File: config.mk
export PLATFORM = sky130hd
export DESIGN_NAME = wave_cmd_sequencer_flat
export DESIGN_NICKNAME = d
export VERILOG_FILES = /design/src/rtl/wave_cmd_sequencer_if.sv /design/src/rtl/wave_cmd_sequencer.sv /design/src/flat_wrapper.sv
export SDC_FILE = /design/constraint.sdc
export NUM_CORES = 1
export LEC_CHECK = 0
export ABC_AREA = 1
export BUFFER_PORTS_ARGS = -buffer_cell sky130_fd_sc_hd__buf_2
export CAP_MARGIN = 10
export CORE_MARGIN = 5
export CORE_UTILIZATION = 30
export DETAILED_ROUTE_END_ITERATION = 12
export SLEW_MARGIN = 25
export SYNTH_ARGS = -nofsm -noshare
export SYNTH_HDL_FRONTEND = slang
export SYNTH_SLANG_ARGS = --single-unit
File: constraint.sdc
create_clock -name clk -period 3.2 [get_ports clk]
set_input_delay 0.32 -clock clk [delete_from_list [all_inputs] [get_ports clk]]
set_output_delay 0.32 -clock clk [all_outputs]
set_load 0.05 [all_outputs]
File: src/rtl/wave_cmd_sequencer_if.sv
// Byte-stream input and configuration outputs of the wave command sequencer.
// The UART/host side uses master; the sequencer uses slave.
interface wave_cmd_sequencer_if;
  logic [7:0] byte_data;
  logic       byte_valid;
  logic [2:0] wave_select;
  logic [5:0] freq_select;
  logic       white_noise_en;
  logic       sweep_active;
  logic       cmd_error;

  modport master (
    output byte_data,
    output byte_valid,
    input  wave_select,
    input  freq_select,
    input  white_noise_en,
    input  sweep_active,
    input  cmd_error
  );

  modport slave (
    input  byte_data,
    input  byte_valid,
    output wave_select,
    output freq_select,
    output white_noise_en,
    output sweep_active,
    output cmd_error
  );
endinterface

File: src/rtl/wave_cmd_sequencer.sv
// ASCII command parser and configuration owner for the wave generator.
// Decodes single-letter commands and "Fnn" frequency commands, and runs the frequency sweep.
module wave_cmd_sequencer #(
  parameter int SWEEP_DIV = 1_000_000,
  parameter int TIMEOUT   = 100_000
) (
  input  logic                 clk,
  input  logic                 rst_n,
  wave_cmd_sequencer_if.slave  bus
);

  localparam int IDLE_W = $clog2(TIMEOUT + 1);

  typedef enum logic [1:0] {IDLE, F_TENS, F_UNITS} state_t;

  state_t            state_q, state_d;
  logic [2:0]        tens_q, tens_d;
  logic [IDLE_W-1:0] idle_cnt_q;
  logic [23:0]       sweep_cnt_q;
  logic [2:0]        wave_q, wave_d;
  logic [5:0]        freq_q, freq_d;
  logic              noise_q, noise_d;
  logic              sweep_q, sweep_d;
  logic              err_q, err_d;
  logic              tens_ok, units_ok, timeout_hit, step, w_cmd;
  logic [5:0]        freq_cmd;

  assign tens_ok     = (bus.byte_data >= 8'h30) && (bus.byte_data <= 8'h36);
  assign units_ok    = (bus.byte_data >= 8'h30) && (bus.byte_data <= 8'h39) &&
                       ((tens_q != 3'd6) || (bus.byte_data <= 8'h33));
  assign freq_cmd    = 6'(tens_q) * 6'd10 + 6'(bus.byte_data[3:0]);
  assign timeout_hit = (state_q != IDLE) && !bus.byte_valid &&
                       (idle_cnt_q == IDLE_W'(TIMEOUT - 1));
  assign step        = sweep_q && (sweep_cnt_q == 24'(SWEEP_DIV - 1));
  assign w_cmd       = bus.byte_valid && (state_q == IDLE) && (bus.byte_data == 8'h57);

  always_ff @(posedge clk) begin
    if (!rst_n) begin
      state_q     <= IDLE;
      tens_q      <= '0;
      idle_cnt_q  <= '0;
      sweep_cnt_q <= '0;
      wave_q      <= '0;
      freq_q      <= '0;
      noise_q     <= 1'b0;
      sweep_q     <= 1'b0;
      err_q       <= 1'b0;
    end else begin
      state_q <= state_d;
      tens_q  <= tens_d;
      if (bus.byte_valid || (state_q == IDLE) || timeout_hit)
        idle_cnt_q <= '0;
      else
        idle_cnt_q <= idle_cnt_q + 1'b1;
      if (w_cmd || step)
        sweep_cnt_q <= '0;
      else if (sweep_q)
        sweep_cnt_q <= sweep_cnt_q + 24'd1;
      wave_q  <= wave_d;
      freq_q  <= freq_d;
      noise_q <= noise_d;
      sweep_q <= sweep_d;
      err_q   <= err_d;
    end
  end

  always_comb begin
    state_d = state_q;
    tens_d  = tens_q;
    if (timeout_hit) begin
      state_d = IDLE;
    end else if (bus.byte_valid) begin
      case (state_q)
        IDLE: begin
          if (bus.byte_data == 8'h46) state_d = F_TENS;
        end
        F_TENS: begin
          if (tens_ok) begin
            state_d = F_UNITS;
            tens_d  = bus.byte_data[2:0];
          end else begin
            state_d = IDLE;
          end
        end
        default: state_d = IDLE;
      endcase
    end
  end

  // A sweep step is the default frequency update; X and a completed F command override it.
  always_comb begin
    wave_d  = wave_q;
    freq_d  = step ? freq_q + 6'd1 : freq_q;
    noise_d = noise_q;
    sweep_d = sweep_q;
    err_d   = 1'b0;
    if (timeout_hit) begin
      err_d = 1'b1;
    end else if (bus.byte_valid) begin
      case (state_q)
        IDLE: begin
          case (bus.byte_data)
            8'h51:   wave_d  = 3'd0;
            8'h53:   wave_d  = 3'd1;
            8'h54:   wave_d  = 3'd2;
            8'h49:   wave_d  = 3'd3;
            8'h4E:   noise_d = ~noise_q;
            8'h57:   sweep_d = 1'b1;
            8'h58: begin
              sweep_d = 1'b0;
              freq_d  = freq_q;
            end
            8'h46:   ;
            default: err_d = 1'b1;
          endcase
        end
        F_TENS: begin
          if (!tens_ok) err_d = 1'b1;
        end
        F_UNITS: begin
          if (units_ok) begin
            freq_d  = freq_cmd;
            sweep_d = 1'b0;
          end else begin
            err_d = 1'b1;
          end
        end
        default: err_d = 1'b1;
      endcase
    end
  end

  assign bus.wave_select    = wave_q;
  assign bus.freq_select    = freq_q;
  assign bus.white_noise_en = noise_q;
  assign bus.sweep_active   = sweep_q;
  assign bus.cmd_error      = err_q;

endmodule

File: src/flat_wrapper.sv
// flat-port wrapper written by rule: the top's interface ports become plain ports
module wave_cmd_sequencer_flat 
#(
  parameter int SWEEP_DIV = 1_000_000,
  parameter int TIMEOUT   = 100_000
)
  (clk, rst_n, bus_byte_data, bus_byte_valid, bus_wave_select, bus_freq_select, bus_white_noise_en, bus_sweep_active, bus_cmd_error);
  wave_cmd_sequencer_if bus_i ();
  input  logic clk;
  input  logic rst_n;
  input wire logic [$bits(bus_i.byte_data)-1:0] bus_byte_data;
  input wire logic [$bits(bus_i.byte_valid)-1:0] bus_byte_valid;
  output wire logic [$bits(bus_i.wave_select)-1:0] bus_wave_select;
  output wire logic [$bits(bus_i.freq_select)-1:0] bus_freq_select;
  output wire logic [$bits(bus_i.white_noise_en)-1:0] bus_white_noise_en;
  output wire logic [$bits(bus_i.sweep_active)-1:0] bus_sweep_active;
  output wire logic [$bits(bus_i.cmd_error)-1:0] bus_cmd_error;
  assign bus_i.byte_data = bus_byte_data;
  assign bus_i.byte_valid = bus_byte_valid;
  assign bus_wave_select = bus_i.wave_select;
  assign bus_freq_select = bus_i.freq_select;
  assign bus_white_noise_en = bus_i.white_noise_en;
  assign bus_sweep_active = bus_i.sweep_active;
  assign bus_cmd_error = bus_i.cmd_error;
  wave_cmd_sequencer #(.SWEEP_DIV(SWEEP_DIV), .TIMEOUT(TIMEOUT)) u_core (.clk(clk), .rst_n(rst_n), .bus(bus_i));
endmodule
; ---- Word level (Yosys, flattened, before mapping)
; Index checks and enable logic that the tools add are counted.
; W data, S select, Z words.
[op_classes]
n_addsub = 4
multipliers = 1
magnitude_cmp = 4
eq_ne = 17
mux = 19
bitwise = 3
n_reduce_logical = 26
[op_table]
columns = op, n
row1 = $eq A8 B7 Y1 const B, 8
row2 = $mux W6, 5
row3 = $add A24 B1 Y24 const B, 1
row4 = $eq A24 B20 Y1 const B, 1
row5 = $le A8 B6 Y1 const B, 3
row6 = $add A17 B1 Y17 const B, 1
row7 = $eq A17 B17 Y1 const B, 1
row8 = $pmux W3 S4, 1
row9 = $pmux W6 S2, 1
row10 = $reduce_and A4 Y1, 3
row11 = $ge A8 B6 Y1 const B, 1
row12 = $logic_and A1 B1 Y1, 8
row13 = $reduce_or A8 Y1, 1
row14 = $add A6 B1 Y6 const B, 1
row15 = $add A6 B4 Y6, 1
row16 = $mux W1, 6
row17 = $ne A3 B3 Y1 const B, 2
row18 = $reduce_or A2 Y1, 3
row19 = $mul A3 B3 Y5 const B, 1
row20 = $reduce_and A5 Y1, 1
row21 = $logic_or A1 B1 Y1, 4
row22 = $mux W2, 2
row23 = $ne A4 B3 Y1 const B, 1
row24 = $pmux W1 S2, 2
row25 = 12 further kinds, 15
[totals]
register_bits = 58
inputBits = 11
output_inout_bits = 12
elab_cells = 83

; ---- Longest topological paths before layout
; Gate-level depths: netlist of the first run.
[logic_depth]
word_depth = 7
ltp_mapped = 12
mapped_depth_nobuf = 12

; ---- Worst setup path before layout of the first run
; No wires, ideal clock.
[synth_timing]
path_type = register -> register
start = reg u_core.sweep_q (netlist: u_core.bus.sweep_active)
end = reg u_core.sweep_cnt_q[12]
setup_time_ps = 114
arrival_ps = 1632
required_time_ps = 3086
setup_slack_ps = 1453
path_stages_with_launch = 10
path_buffers = 2
synth_period_minus_slack_ps = 1747
path_cell_list = dfxtp_1 > buf_4 > nand2_1 > inv_1 > nand2_1 > nor2_1 > nand3_1 > nand3b_1 > buf_4 > nor2_1
[synth_between]
elab_chain_len = 3
[synth_rtl]
columns = element, line_no
row1 = "start, declared", wave_cmd_sequencer.sv:23  ; logic sweep_q, sweep_d;
row2 = "start signal, assigned", wave_cmd_sequencer.sv:62  ; sweep_q <= sweep_d;
row3 = $logic_and A1 B1 Y1, wave_cmd_sequencer.sv:34  ; assign step = sweep_q && (sweep_cnt_q == 24'(SWEEP_DIV - 1));
row4 = $logic_or A1 B1 Y1, wave_cmd_sequencer.sv:55  ; if (w_cmd || step)
row5 = $reduce_or A2 Y1 (no source line), n/a
row6 = "end signal, assigned", wave_cmd_sequencer.sv:58  ; sweep_cnt_q <= sweep_cnt_q + 24'd1;
row7 = "end, declared", wave_cmd_sequencer.sv:19  ; logic [23:0] sweep_cnt_q;
; Parallel ways exist; a longest one is shown, timed or not.
; A chain may end at the register's enable or synchronous reset.

; ---- Worst setup path after layout of the first run
[layout_timing]
start = reg u_core.sweep_cnt_q[0]
end = reg u_core.sweep_cnt_q[0]
[layout_between]
elab_chain_len = 4
word_cells_on_any_way = 5
classes_between = add/sub (1) / eq/ne (1) / reduce/logical (3)
[layout_rtl]
columns = element
row1 = branches (longest 4 deep; another with $add A24 B1 Y24)
; Several ways; the timed one is not identified.

==> impl_results.md, run 1 <==
- Status: finished clean
- Worst-path clk slew: roughly 0.050 ns
- EDFF count, synth: 0
- Internal cell power: approximately 1600 uW
- H-tree level count: 3
- Relative slew slack: between 30% and 40%
- Unrepaired setup endpoints after global routing: no
- Routed len/inst: about 11 um
- Initial antenna violation count: 0
- Die width: 118 um
- Mapped Area: around 3500 um2
- Post-synth ARST share: 0%
- Avg Vias per Cell: roughly 4.7
- DRC: 0
- Combinational Power Share: under 10%
- Max IR drop VDD: around 320 uV
- Max-slew violations: 0
- Die Span Y: 118 um
- Cells on Worst Hold Path: 3
- RR Startpoint: u_core.sweep_cnt_q[0]$_SDFFE_PP0P_
- Clock skew: between 0.008 and 0.009 ns
- Vias in the first global route: between 3000 and 4000
- Grt ovf: 0
- IO Count: 23
- Pleak: between 0.0015 and 0.002 uW
- Mean Syn Cell Area: approximately 6.6 um2
- FMAX: between 400 and 500 MHz
- CTS resizes: 0
- Worst R2R Path Depth: 10
- Power per cell area: 480 nW/um2
- Clock Latency Late Sink: 0.33 ns
- HP Class: primary input to register
- Most common cell after layout, fill and taps aside: nand2_1
- Clk root buf: clkbuf_16
- Detailed Place HPWL: roughly 5900 um
- Final worst path period share: 69.6%
- Psw: between 300 and 400 uW
- Rows: 39
- Syn nets: 550
- Pin count of the biggest net entering global routing: 24
- Placed Cells: just under 700
- Critical path type: register to register
- Crit path capture type: register
- R2r setup slk: ~0.97 ns
- CP Launch Type: register
- Post-DRT Antenna Nets: 0
- Hold path endpoint: u_core.bus.cmd_error$_SDFF_PN0_
- TritonCTS clock tree: built
- Antenna Cells: 0
- CTS buffer count: 9
- Layout cells sized above 1: 10.9%
- Number of max-cap violations: 0
- Critical Path RT: about 3.4 ns
- # port buffers: 21
- Layout area overhead: 17.1%
- Core area: 11400 um2
- Critical register-to-register path endpoint: u_core.sweep_cnt_q[0]$_SDFFE_PP0P_
- Mapped Cells: 530
- Post-cts hold buffer count: 0
- Setup Fix Bufs, Post-CTS: 0
- Tmin final: about 2.2 ns
- Most frequent cells in the layout: nand2_1 (131), nor2_1 (78), inv_1 (72), dfxtp_1 (57), nand3_1 (38)
- Global-route wire length before repair: between 10000 and 15000 um
- Fin cells: 701
- Final Hold Fails: 0
- Fillers: 1214
- Routed WL: 7910 um
- Sum of negative setup slack: 0 ns
- Initial DRC Count: approximately 190
- Count of warnings emitted by yosys: 0
- DR vias: about 3300
- Total track usage: between 10% and 20%
- Yosys cell types: 35
- Sequential power share: a little over a third
- Final-report setup violation count: 0
- Most used DFF post-synth: dfxtp_1
- Register area share after synthesis: between 30% and 40%
- CTS Sinks: 57
- Nets: roughly 570
- Initial Util: a little under a third
- Clk buf depth: 2
- Crit Path Max Fanout: 23
- Net Sw Frac: 19.3%
- Detailed Routing Iterations Pass 1: 4
- Die area: approximately 14000 um2
- FF+latch count, synth: 57
- RePlAce Congestion: 0.890
- Crit path DAT: about 2.4 ns
- Proportion of power drawn by the clock network: roughly three fifths
- Hold Crit Start: bus_byte_valid
- Worst-margin pin slew: 0.911 ns
-- worst max path at each step --
stage,cells after the start,start,endpoint
2_1_floorplan,9,u_core.bus.sweep_active$_SDFFE_PN0P_,u_core.sweep_cnt_q[12]$_SDFFE_PP0P_
3_3_place_gp,10,u_core.sweep_cnt_q[0]$_SDFFE_PP0P_,u_core.sweep_cnt_q[0]$_SDFFE_PP0P_
3_5_place_dp,10,u_core.sweep_cnt_q[0]$_SDFFE_PP0P_,u_core.sweep_cnt_q[0]$_SDFFE_PP0P_
4_1_cts,10,u_core.sweep_cnt_q[0]$_SDFFE_PP0P_,u_core.sweep_cnt_q[0]$_SDFFE_PP0P_
5_1_grt,10,u_core.sweep_cnt_q[0]$_SDFFE_PP0P_,u_core.sweep_cnt_q[0]$_SDFFE_PP0P_
6_report,10,u_core.sweep_cnt_q[0]$_SDFFE_PP0P_,u_core.sweep_cnt_q[0]$_SDFFE_PP0P_
-- synth_stat cells (2+ instances only) --
| library cell | n | area (um2) |
|---|---|---|
| nand4_1 | 13 | 81.3 |
| inv_1 | 72 | 270 |
| ha_1 | 8 | 100 |
| a21oi_1 | 34 | 170 |
| o21ai_1 | 4 | 20.0 |
| xor2_1 | 22 | 193 |
| buf_4 | 4 | 30.0 |
| buf_2 | 2 | 10.0 |
| dfxtp_1 | 57 | 1140 |
| o21ai_0 | 12 | 60.1 |
| a31oi_1 | 2 | 12.5 |
| xnor2_1 | 5 | 43.8 |
| nor3_1 | 8 | 40.0 |
| nor2_4 | 5 | 56.3 |
| nor2_2 | 8 | 50.1 |
| nand2_4 | 2 | 22.5 |
| nand2_2 | 2 | 12.5 |
| nor2_1 | 78 | 293 |
| nor3b_1 | 3 | 22.5 |
| nor3_2 | 4 | 40.0 |
| nand3_1 | 38 | 190 |
| nor4_1 | 2 | 12.5 |
| nand3b_1 | 3 | 22.5 |
| nand2_1 | 131 | 492 |
-- metrics by stage --
step	power [uW]	utilization [%]	hold WS (ns)	worst slack (ns)	instance area, um2
floorplan	765	-	0.429	1.45	3490
global route	2030	35.7	0.302	0.681	4080
finish	1960	35.7	0.275	0.973	4080
global placement	782	32.5	0.435	1.02	3710
detailed placement	783	32.5	0.448	0.975	3710
CTS	1990	35.7	0.266	0.958	4080
-- registers in the layout, indices dropped and copies added, names as in the netlist --
signal and cells:
u_core.bus.wave_select 2, u_core.bus.white_noise_en 1, u_core.bus.freq_select 6, u_core.sweep_cnt_q 24
u_core.bus.cmd_error 1, u_core.idle_cnt_q 17, u_core.state_q 2, u_core.bus.sweep_active 1
u_core.tens_q 3
-- final cells by class --
cell class / instances / area (um2) / area share [%]
multi-input combinational: 393 / 2020 / 49.5
sequential: 57 / 1140 / 28.0
inverter: 72 / 270 / 6.62
clock buffer: 10 / 239 / 5.86
tap: 143 / 179 / 4.38
clock inverter: 5 / 128 / 3.13
timing repair buffer: 21 / 105 / 2.58
-- kinds of logic after synthesis --
logic type	synth area share (%)
DFF	32.7
xor gates and xnor gates	6.78
other	0.108
buffers and inverters	9.33
adders and majority gates	3.45
AOI/OAI and AO/OA	7.75
and+or+nand+nor	39.8
-- metal layers --
metal	part of all wire, %	global-route usage [%]	vias up	routed length [um]
met3	2.9	4.32	6	229
li1	-	-	1731	-
met2	43	18.2	42	3440
met1	53	15.8	1501	4190
met4	0.66	3.44	0	52
met5	0	0	-	0
-- power by group through the flow --
stage / Combinational, uW / Sequential [uW] / Clock (uW)
after floorplan: 34.5 / 730 / 0
after global placement: 55.3 / 727 / 0
after detailed placement: 56.3 / 727 / 0
after CTS: 56.9 / 712 / 1220
after global routing: 64.0 / 712 / 1250
final: 57.4 / 712 / 1190
-- critical path, stage by stage (launching register included) --
cell and delay (ns):
dfxtp_1 0.40, ha_1 0.24, nand2_1 0.07, inv_1 0.05
nand2_1 0.04, nor2_1 0.13, nand3_1 0.14, nand3b_1 0.71
inv_1 0.14, o21ai_0 0.12, a21oi_1 0.06
No activity file was read; power rests on OpenSTA's default activity.
==> run 2, diff against run 1 <==
==> constraint.sdc (replaced) <==
create_clock -name clk -period 2.1 [get_ports clk]
set_input_delay 0.21 -clock clk [delete_from_list [all_inputs] [get_ports clk]]
set_output_delay 0.21 -clock clk [all_outputs]
set_load 0.05 [all_outputs]
==> impl_results.md, run 2 (synthesis results as in run 1) <==
- Status: finished clean
- Initial antenna violation count: 0
- Total track usage: between 10 and 15%
- Power per cell area: approximately 680 nW/um2
- Setup WS pre-CTS: 0.286 ns
- Die area: roughly 14000 um2
- Area occupied by registers: ~1100 um2
- Tmin final: ~1.8 ns
- # port buffers: 21
- Die width: approximately 120 um
- Nets: approximately 580
- Routed len/inst: approximately 11 um
- Final Hold Fails: 0
- Vias in the first global route: about 3100
- Crit path capture type: register
- Detailed Place HPWL: a little over 6000 um
- Rows: 39
- Critical path type: register to register
- RePlAce Congestion: 0.854
- Antenna Cells: 0
- Detailed Routing Iterations Pass 1: 4
- Setup Fix Bufs, Post-CTS: 0
- Crit path DAT: roughly 2.0 ns
- FMAX: approximately 560 MHz
- CTS buffer count: 9
- Layout area overhead: 17.1%
- Layout cells sized above 1: about 12%
- Most frequent cells in the layout: nand2_1 (131), nor2_1 (78), inv_1 (72), dfxtp_1 (57), nand3_1 (38)
- Max-slew violations: 0
- Critical path, cell by cell: ha_1 -> nand2_1 -> inv_1 -> nand2_1 -> nor2_1 -> nand3_1 -> nand3b_1 -> buf_4 -> inv_1 -> o21ai_0 -> a21oi_1
- Die Span Y: about 120 um
- Crit path max-delay family: simple AND/OR/NAND/NOR gates
- Critical-path top delay cell: dfxtp_1
- Bufs and invs on worst path: 3
- Pleak: around 0.0017 uW
- Avg Vias per Cell: roughly 4.6
- CTS resizes: 0
- Area of the multi-input gates: ~2000 um2
- Sum of negative setup slack: 0 ns
- HP Class: primary input to register
- Final worst path period share: 85.3%
- Number of max-cap violations: 0
- Max incr delay on CP: about 0.40 ns
- Global-route wire length before repair: around 14000 um
- Pin count of the biggest net entering global routing: 18
- CP Launch Type: register
- Clk buf depth: 2
- Grt ovf: 0
- Routed WL: just over 8000 um
- Final-report setup violation count: 0
- Initial Util: 30.5%
- H-tree level count: 3
- Worst-margin pin slew: a little over 0.5 ns
- Number of flip-flops in the largest register: 24
- TritonCTS clock tree: built
- Clock Latency Late Sink: roughly 0.33 ns
- Post-cts hold buffer count: 0
- Core area: around 11000 um2
- Max IR drop VDD: 556 uV
- Reg with most FFs: u_core.sweep_cnt_q
- Crit Path Max Fanout: 13
- Relative slew slack: 65.4%
- Most common cell after layout, fill and taps aside: nand2_1
- CTS Sinks: 57
- Critical Path RT: around 2.3 ns
- Final worst slack: between 0.3 and 0.4 ns
- Clk root buf: clkbuf_16
- Initial DRC Count: between 200 and 250
- Clock skew: 0.00608 ns
- Unrepaired setup endpoints after global routing: no
- Worst-path clk slew: ~0.050 ns
- Post-DRT Antenna Nets: 0
- DR vias: ~3300
- Fillers: around 1200
- DRC: 0
- IO Count: 23
==> run 2: per-stage QoR <==
step | power (uW) | cells | utilization, % | cell area, um2 | hold WS (ns)
floorplan | 1170 | 530 | - | 3490 | 0.353
global placement | 1200 | 691 | 32.9 | 3750 | 0.429
detailed placement | 1200 | 691 | 32.9 | 3750 | 0.434
CTS | 2830 | 706 | 35.8 | 4080 | 0.156
global route | 2890 | 706 | 35.8 | 4080 | 0.177
finish | 2780 | 706 | 35.8 | 4080 | 0.168
==> run 2: cell type report <==
class,count,share of cell area (%)
Timing Repair Buffer,26,3.49
Clock inverter,2,1.47
Sequential cell,57,27.9
Clock buffer,13,6.62
Multi-Input combinational cell,393,49.5
Inverter,72,6.62
Tap cell,143,4.38
==> run 2: worst paths after layout <==
check | start | to | slack (ns) | depth (start not counted)
worst max-delay path | u_core.sweep_cnt_q[0]$_SDFFE_PP0P_ | u_core.sweep_cnt_q[0]$_SDFFE_PP0P_ | 0.31 | 11
worst min-delay path | bus_byte_valid | u_core.bus.cmd_error$_SDFF_PN0_ | 0.17 | 3
worst max register to register | u_core.sweep_cnt_q[0]$_SDFFE_PP0P_ | u_core.sweep_cnt_q[0]$_SDFFE_PP0P_ | 0.31 | 11
worst min register to register | u_core.bus.wave_select[0]$_SDFFE_PN0P_ | u_core.bus.wave_select[0]$_SDFFE_PN0P_ | 0.44 | 2
==> run 2: worst min-delay path: stages <==
cell and delay, ns:
buf_2 0.12, nand2_1 0.06, a21oi_1 0.05
==> run 2: power by group <==
part | internal (uW) | total, uW | leakage (uW) | switching, uW
Clock | 1130 | 1610 | 0.000162 | 480
Combinational | 24.6 | 90.2 | 0.00103 | 65.7
Sequential | 1090 | 1090 | 0.000459 | 0.863
Total | 2240 | 2780 | 0.00165 | 546
==> run 2: per-layer routing <==
layer / track usage (%) / vias up / wire [um]
li1: - / 1741 / -
met1: 15.5 / 1470 / 3900
met2: 19.6 / 47 / 3750
met3: 3.17 / 11 / 279
met4: 4.80 / 0 / 132
met5: 0 / - / 0
